===== config.mk =====
export PLATFORM = sky130hd
export DESIGN_NAME = paddle_tracker
export DESIGN_NICKNAME = d
export VERILOG_FILES = /design/src/rtl/paddle_tracker.sv
export SDC_FILE = /design/constraint.sdc
export NUM_CORES = 1
export LEC_CHECK = 0
export BUFFER_PORTS_ARGS = -buffer_cell sky130_fd_sc_hd__buf_2
export CAP_MARGIN = 10
export CORE_AREA = 2 2 70 72
export CTS_CLUSTER_SIZE = 28
export DETAILED_ROUTE_END_ITERATION = 16
export DIE_AREA = 0 0 72 74
export HOLD_SLACK_MARGIN = 0.05
export PLACE_DENSITY = 0.83
export SETUP_SLACK_MARGIN = 0.4
export SYNTH_ARGS = -nofsm -noshare
export SYNTH_HDL_FRONTEND = slang
export SYNTH_SLANG_ARGS = --single-unit

===== constraint.sdc =====
create_clock -name i_clk -period 9.68 [get_ports i_clk]
set_clock_uncertainty 0.1 [all_clocks]
set_input_delay 1.452 -clock i_clk [delete_from_list [all_inputs] [get_ports i_clk]]
set_output_delay 1.452 -clock i_clk [all_outputs]
set_load 0.01 [all_outputs]

===== src/rtl/paddle_tracker.sv =====
// paddle_tracker: clamps paddle commands, slews the paddle per frame, recentres on link loss.
// Optional deadband via PADDLE_TRACKER_DEADBAND_EN.
module paddle_tracker #(
  parameter int SCREEN_H       = 480,
  parameter int PADDLE_H       = 64,
  parameter int STEP           = 4,
  parameter int TIMEOUT_FRAMES = 120,
  parameter int DEADBAND       = 2
) (
  input  logic       i_clk,
  input  logic       i_rst,
  input  logic       i_valid,
  input  logic [9:0] i_data,
  input  logic       i_frame_start,
  output logic [9:0] o_paddle_y,
  output logic [9:0] o_target_y,
  output logic       o_link_ok,
  output logic       o_moving
);
  localparam int CW = $clog2(TIMEOUT_FRAMES + 1);
  localparam logic [9:0] YMAX = 10'(SCREEN_H - PADDLE_H);
  localparam logic [9:0] YCTR = 10'((SCREEN_H - PADDLE_H) / 2);
  localparam logic [9:0] STEP_U = 10'(STEP);
  localparam logic signed [10:0] STEP_S = 11'(STEP);
  localparam logic signed [10:0] DB = 11'(DEADBAND);
  localparam logic [CW-1:0] LAST = CW'(TIMEOUT_FRAMES - 1);
`ifdef PADDLE_TRACKER_DEADBAND_EN
  localparam logic DB_EN = 1'b1;
`else
  localparam logic DB_EN = 1'b0;
`endif

  typedef enum logic {LOST, TRACK} state_t;

  state_t state, state_nx;
  logic [CW-1:0] cnt, cnt_nx;
  logic [9:0] clamped, paddle_nx, target_nx;
  logic signed [10:0] d, ad, dd, add;
  logic keep, timeout;

  always_comb begin
    clamped = (i_data > YMAX) ? YMAX : i_data;
    dd = $signed({1'b0, clamped}) - $signed({1'b0, o_target_y});
    add = dd[10] ? -dd : dd;
    keep = DB_EN && (add <= DB);
    d = $signed({1'b0, o_target_y}) - $signed({1'b0, o_paddle_y});
    ad = d[10] ? -d : d;
    paddle_nx = !i_frame_start ? o_paddle_y :
                (ad <= STEP_S)  ? o_target_y :
                !d[10]          ? o_paddle_y + STEP_U : o_paddle_y - STEP_U;
    // a command in the same cycle as the final frame keeps the link alive
    timeout = (state == TRACK) && i_frame_start && !i_valid && (cnt == LAST);
    target_nx = i_valid ? (keep ? o_target_y : clamped) : timeout ? YCTR : o_target_y;
    cnt_nx = (i_valid || timeout) ? '0 :
             (state == TRACK && i_frame_start) ? cnt + CW'(1) : cnt;
    state_nx = i_valid ? TRACK : timeout ? LOST : state;
  end

  always_ff @(posedge i_clk) begin
    if (i_rst) begin
      state      <= LOST;
      cnt        <= '0;
      o_paddle_y <= YCTR;
      o_target_y <= YCTR;
      o_link_ok  <= 1'b0;
      o_moving   <= 1'b0;
    end else begin
      state      <= state_nx;
      cnt        <= cnt_nx;
      o_paddle_y <= paddle_nx;
      o_target_y <= target_nx;
      o_link_ok  <= (state_nx == TRACK);
      o_moving   <= (paddle_nx != target_nx);
    end
  end
endmodule


Word-level counts from Yosys, hierarchy flattened. Index checks and enable logic that the tools add are counted.

Word-level logic and storage cells: 30. Input bits: 14. Bits in registers: 29.

Add/sub/neg operators: 5. Order comparisons: 2. Equal/unequal tests: 2. Reductions and logical operators: 7. Multiplexer cells: 9.

Operators by type and width (number): 10-bit two-way mux (6); 11-bit by 4-bit <= comparator with 1-bit output, second input constant (1); 11-bit two-way mux (1); 11-bit negation (1); 10-bit by 10-bit subtractor with 11-bit output (1); 10-bit by 3-bit adder with 10-bit output, second input constant (1); 10-bit by 9-bit > comparator with 1-bit output, second input constant (1); 10-bit inequality test (1); 10-bit by 3-bit subtractor with 10-bit output, second input constant (1); 7-bit by 1-bit adder with 7-bit output, second input constant (1); 7-bit == test, second input constant (1); 1-bit logical AND (3); 1-bit two-way mux (2); 2-bit nonzero test (1); 2-bit OR reduction (1); 1-bit zero test (1); 1-bit logical OR (1).

Depth between registers and ports, before layout.
Depth after elaboration: 7. Gate-level depth with buffers: 22.

Worst setup path after synthesis. Ideal clock, no wire load.

Path kind: flip-flop to flip-flop. Start point: reg o_paddle_y[0]. End point: reg o_moving. Path slack: 5428 ps. Stages on the path, launching flop included: 22. Setup time: 81 ps. Data arrival time: 4072 ps. Required time: 9499 ps. Cells stage by stage: dfxtp_1 ha_1 inv_1 fa_1 a211oi_2 o21ai_0 nand3_1 a31o_2 buf_2 ha_1 a21o_1 a21oi_1 nor2b_1 o21a_1 o41ai_1 xnor2_1 or2_2 o2111ai_1 a31oi_1 and4_1 and4_1 a41oi_1.

Longest elaborated chain between the ends: 7. Elaborated cells on any way between the ends: 10.

RTL lines: from (decl) (RTL line 15) `output logic [9:0] o_paddle_y,`; from (signal assigned) (RTL line 70) `o_paddle_y <= paddle_nx;`; 10-bit by 10-bit subtractor with 11-bit output (RTL line 46) `d = $signed({1'b0, o_target_y}) - $signed({1'b0, o_paddle_y});`; 11-bit negation (RTL line 47) `ad = d[10] ? -d : d;`; 11-bit two-way mux (RTL line 47); 11-bit by 4-bit <= comparator with 1-bit output (RTL line 49) `(ad <= STEP_S) ? o_target_y :`; 10-bit two-way mux (RTL line 49); 10-bit two-way mux * (RTL line 48) `paddle_nx = !i_frame_start ? o_paddle_y :`; 10-bit inequality test * (RTL line 73) `o_moving <= (paddle_nx != target_nx);`; to (signal assigned) (RTL line 73); to (decl) (RTL line 18) `output logic o_moving`.

Mark *: on every way between the ends. The rest lies on a longest branch, timed or not. A chain may end at the register's enable or synchronous reset.

Worst setup path in the final report. Ends and elaborated chain as after synthesis.

==> impl_metrics.csv <==
group,metric,value,unit
clocking,post-cts-setup-buffers,0,
critical_path,crit_fanout,20,
route,drtAntennaViolNets,0,
global_routing,antenna_found_initial,0,
sta,max_freq,213,MHz
outcome,status,"completed",
pwr,power.total,0.983,mW
clocking,holdBufCountCts,0,
placement,dp_hpwl,5.34,mm
critical_path,r2r_cells,15,
clocking,cts_tree,"done",
cells_and_area,final_common_cell,"nor2_1",
cells_and_area,finalInstanceArea,3020,µm²
min_path,hp-class,"flop to flop",
sta,relSlewSlack,36.8,%
sta,worstMarginPinSlew,948,ps
pwr,peakVddDrop,261,µV
placement,preCtsSetupSlack,4930,ps
clocking,clkSlewWorstSetupHoldPaths,60,ps
yosys,synth_cell_types,67,
clocking,clock_path_buffers,2,
critical_path,crit_arrival,4800,ps
cells_and_area,final_nets,417,
route,wirelength,7.02,mm
clocking,cts.sinks,29,
cells_and_area,n_fill_cell,387,
global_routing,grt_pass1_vias,2444,
global_routing,grt_max_degree,34,
yosys,synth_fp_nets,388,
cells_and_area,insertedDiodeCount,0,
clocking,cts_resized,0,
floorplan,ios,36,
clocking,insertion_delay,290,ps
pwr,p_per_area,325,nW/µm²
global_routing,grt_use_total,27.9,%
floorplan,die_area,5330,µm²
yosys,syn-cell-area,2770,µm²
sta,finalWorstSetupSlack,4980,ps
sta,timing.final.crit_period,4700,ps
critical_path,critPathCaptureType,"flop",
yosys,synth_async_sr_flop_share,0,%
placement,place_congestion,0.959,
cells_and_area,syn_to_final_growth,9.23,%
sta,rsz0062_at_grt,"false",
floorplan,die_height,74,µm
clocking,cts_made_buffers,5,
clocking,htreeDepth,2,
yosys,syn_inst,355,
route,drt_iter0_drc,260,
floorplan,die_w,72,µm
clocking,cts-root-buf,"clkbuf_8",
sta,tns,0,ps
cells_and_area,layout_common_cells,"nor2_1 (43), buf_2 (35), nand2_1 (34), dfxtp_1 (29)",
sta,hold_ws,383,ps
min_path,whs_path_depth,2,
placement,io_buffers,35,
floorplan,core_area,4600,µm²
critical_path,worst_setup_path_start_kind,"flop",
floorplan,rows,25,
cells_and_area,drive_gt1_share,16.4,%
placement,place_area,2920,µm²
yosys,synthFlopType,"dfxtp_1",
pwr,p_leak,1.28,nW
yosys,syn_area_per_cell,7.79,µm²
critical_path,critical_path_class,"flop to flop",
yosys,ys_warn_count,0,
route,viasPerCell,6.18,
route,vias,2715,
yosys,synth_edf_count,0,
sta,final.period_utilization,48.5,%
critical_path,critical_path_required,9780,ps
yosys,yosysSeqAreaShare,21.0,%
floorplan,start_util,60.2,%
global_routing,grt_pass1_wl,11.7,mm
route,dr.pass1.iters,5,
sta,finalHoldViolCount,0,
sta,final_max_slew_viol_count,0,
global_routing,gr-total-overflow,0,
route,wl_per_cell,16.0,µm
sta,setup_viol,0,
yosys,synth-seq-cells,29,
job,cap_violations,0,
route,drc,0,
## Yosys cell counts, drive strengths merged, types with 2 or more instances
cell type  count  share of area [%]
a211oi         6                2.0
a21o           4                1.1
a21oi         16                2.9
a22oi          5                1.4
a2bb2oi        2               0.63
a31o           2               0.63
a31oi          5                1.1
and2           8                1.8
and3           2               0.45
and3b          2               0.63
and4           2               0.63
and4b          2               0.72
buf           10                2.8
clkbuf         3               0.41
dfxtp         29                 21
fa             2                1.4
ha            17                7.7
inv           21                2.8
mux2           3                1.2
mux2i         10                3.6
nand2         34                4.6
nand2b         4               0.90
nand3         15                2.7
nand3b         2               0.54
nor2          43                5.8
nor2b          4               0.90
nor3          10                2.0
nor3b          3               0.99
nor4           4                1.1
o2111ai        3                1.2
o211ai         5                1.4
o21a           7                2.2
o21ai         10                1.9
o22ai          4                1.1
o31a           2               0.63
o41ai          2               0.90
or2            4                1.0
or3            3               0.86
or4            4                1.1
xnor2         21                6.6
xor2          10                3.2
## kinds of logic after synthesis
family / Yosys count / share of synthesized area (%)
compound gates: 81 / 21.8
xor+xnor: 31 / 9.81
fa+ha+maj: 19 / 9.14
buf+inv: 34 / 6.06
flops: 29 / 21.0
mux: 13 / 4.84
simple gates: 148 / 27.3
## worst max-delay path, cell delays in order (launching register included)
cell       delay (ps)
dfxtp_1           410
ha_1              220
inv_1              60
fa_1              410
a211oi_2          340
nor3_1            110
o22ai_1           190
xor2_1            370
a21oi_1           120
a211oi_1          270
o2111ai_2         260
o21ai_2           790
mux2_1            420
a2bb2oi_1         150
and4_1            210
a41oi_1           190
## through the flow
stage / std cells / util [%]
after floorplan: 355 / -
after global placement: 431 / 63.5
after detailed placement: 431 / 63.5
after CTS: 439 / 65.7
after global routing: 439 / 65.7
final: 439 / 65.7
## flip-flops by register name (all words and copies together), names as in the netlist
register    cells
cnt             7
state           1
o_target_y     10
o_moving        1
o_paddle_y     10
## path summary, 6_finish.rpt
path | to | from | slack [ps]
hold / removal | cnt[1] | cnt[1] | 380
hold reg to reg | cnt[1] | cnt[1] | 380
setup / recovery | o_moving | o_paddle_y[0] | 4980
setup reg to reg | o_moving | o_paddle_y[0] | 4980
## report_power, final
group          internal [mW]  switching, mW
Combinational          0.316          0.402
Sequential             0.135         0.0188
Clock                 0.0642         0.0475
Total                  0.515          0.468
## metal layers
metal	global-route usage [%]	wire length (µm)	up-vias
li1	-	-	1334
met1	38.2	3250	1256
met5	0	0	-
met2	45.3	3250	112
met3	5.15	422	13
met4	7.97	99	0
## final cells by class
| class | count | area, µm² | share of cell area (%) |
|---|---|---|---|
| clock inverter | 1 | 5.00 | 0.166 |
| sequential | 29 | 581 | 19.2 |
| multi-input combinational | 292 | 2020 | 66.8 |
| clock buffer | 7 | 96.3 | 3.19 |
| tap | 54 | 67.6 | 2.24 |
| timing repair buffer | 35 | 175 | 5.80 |
| inverter | 21 | 78.8 | 2.61 |
Power figures use the tool's default switching activity.
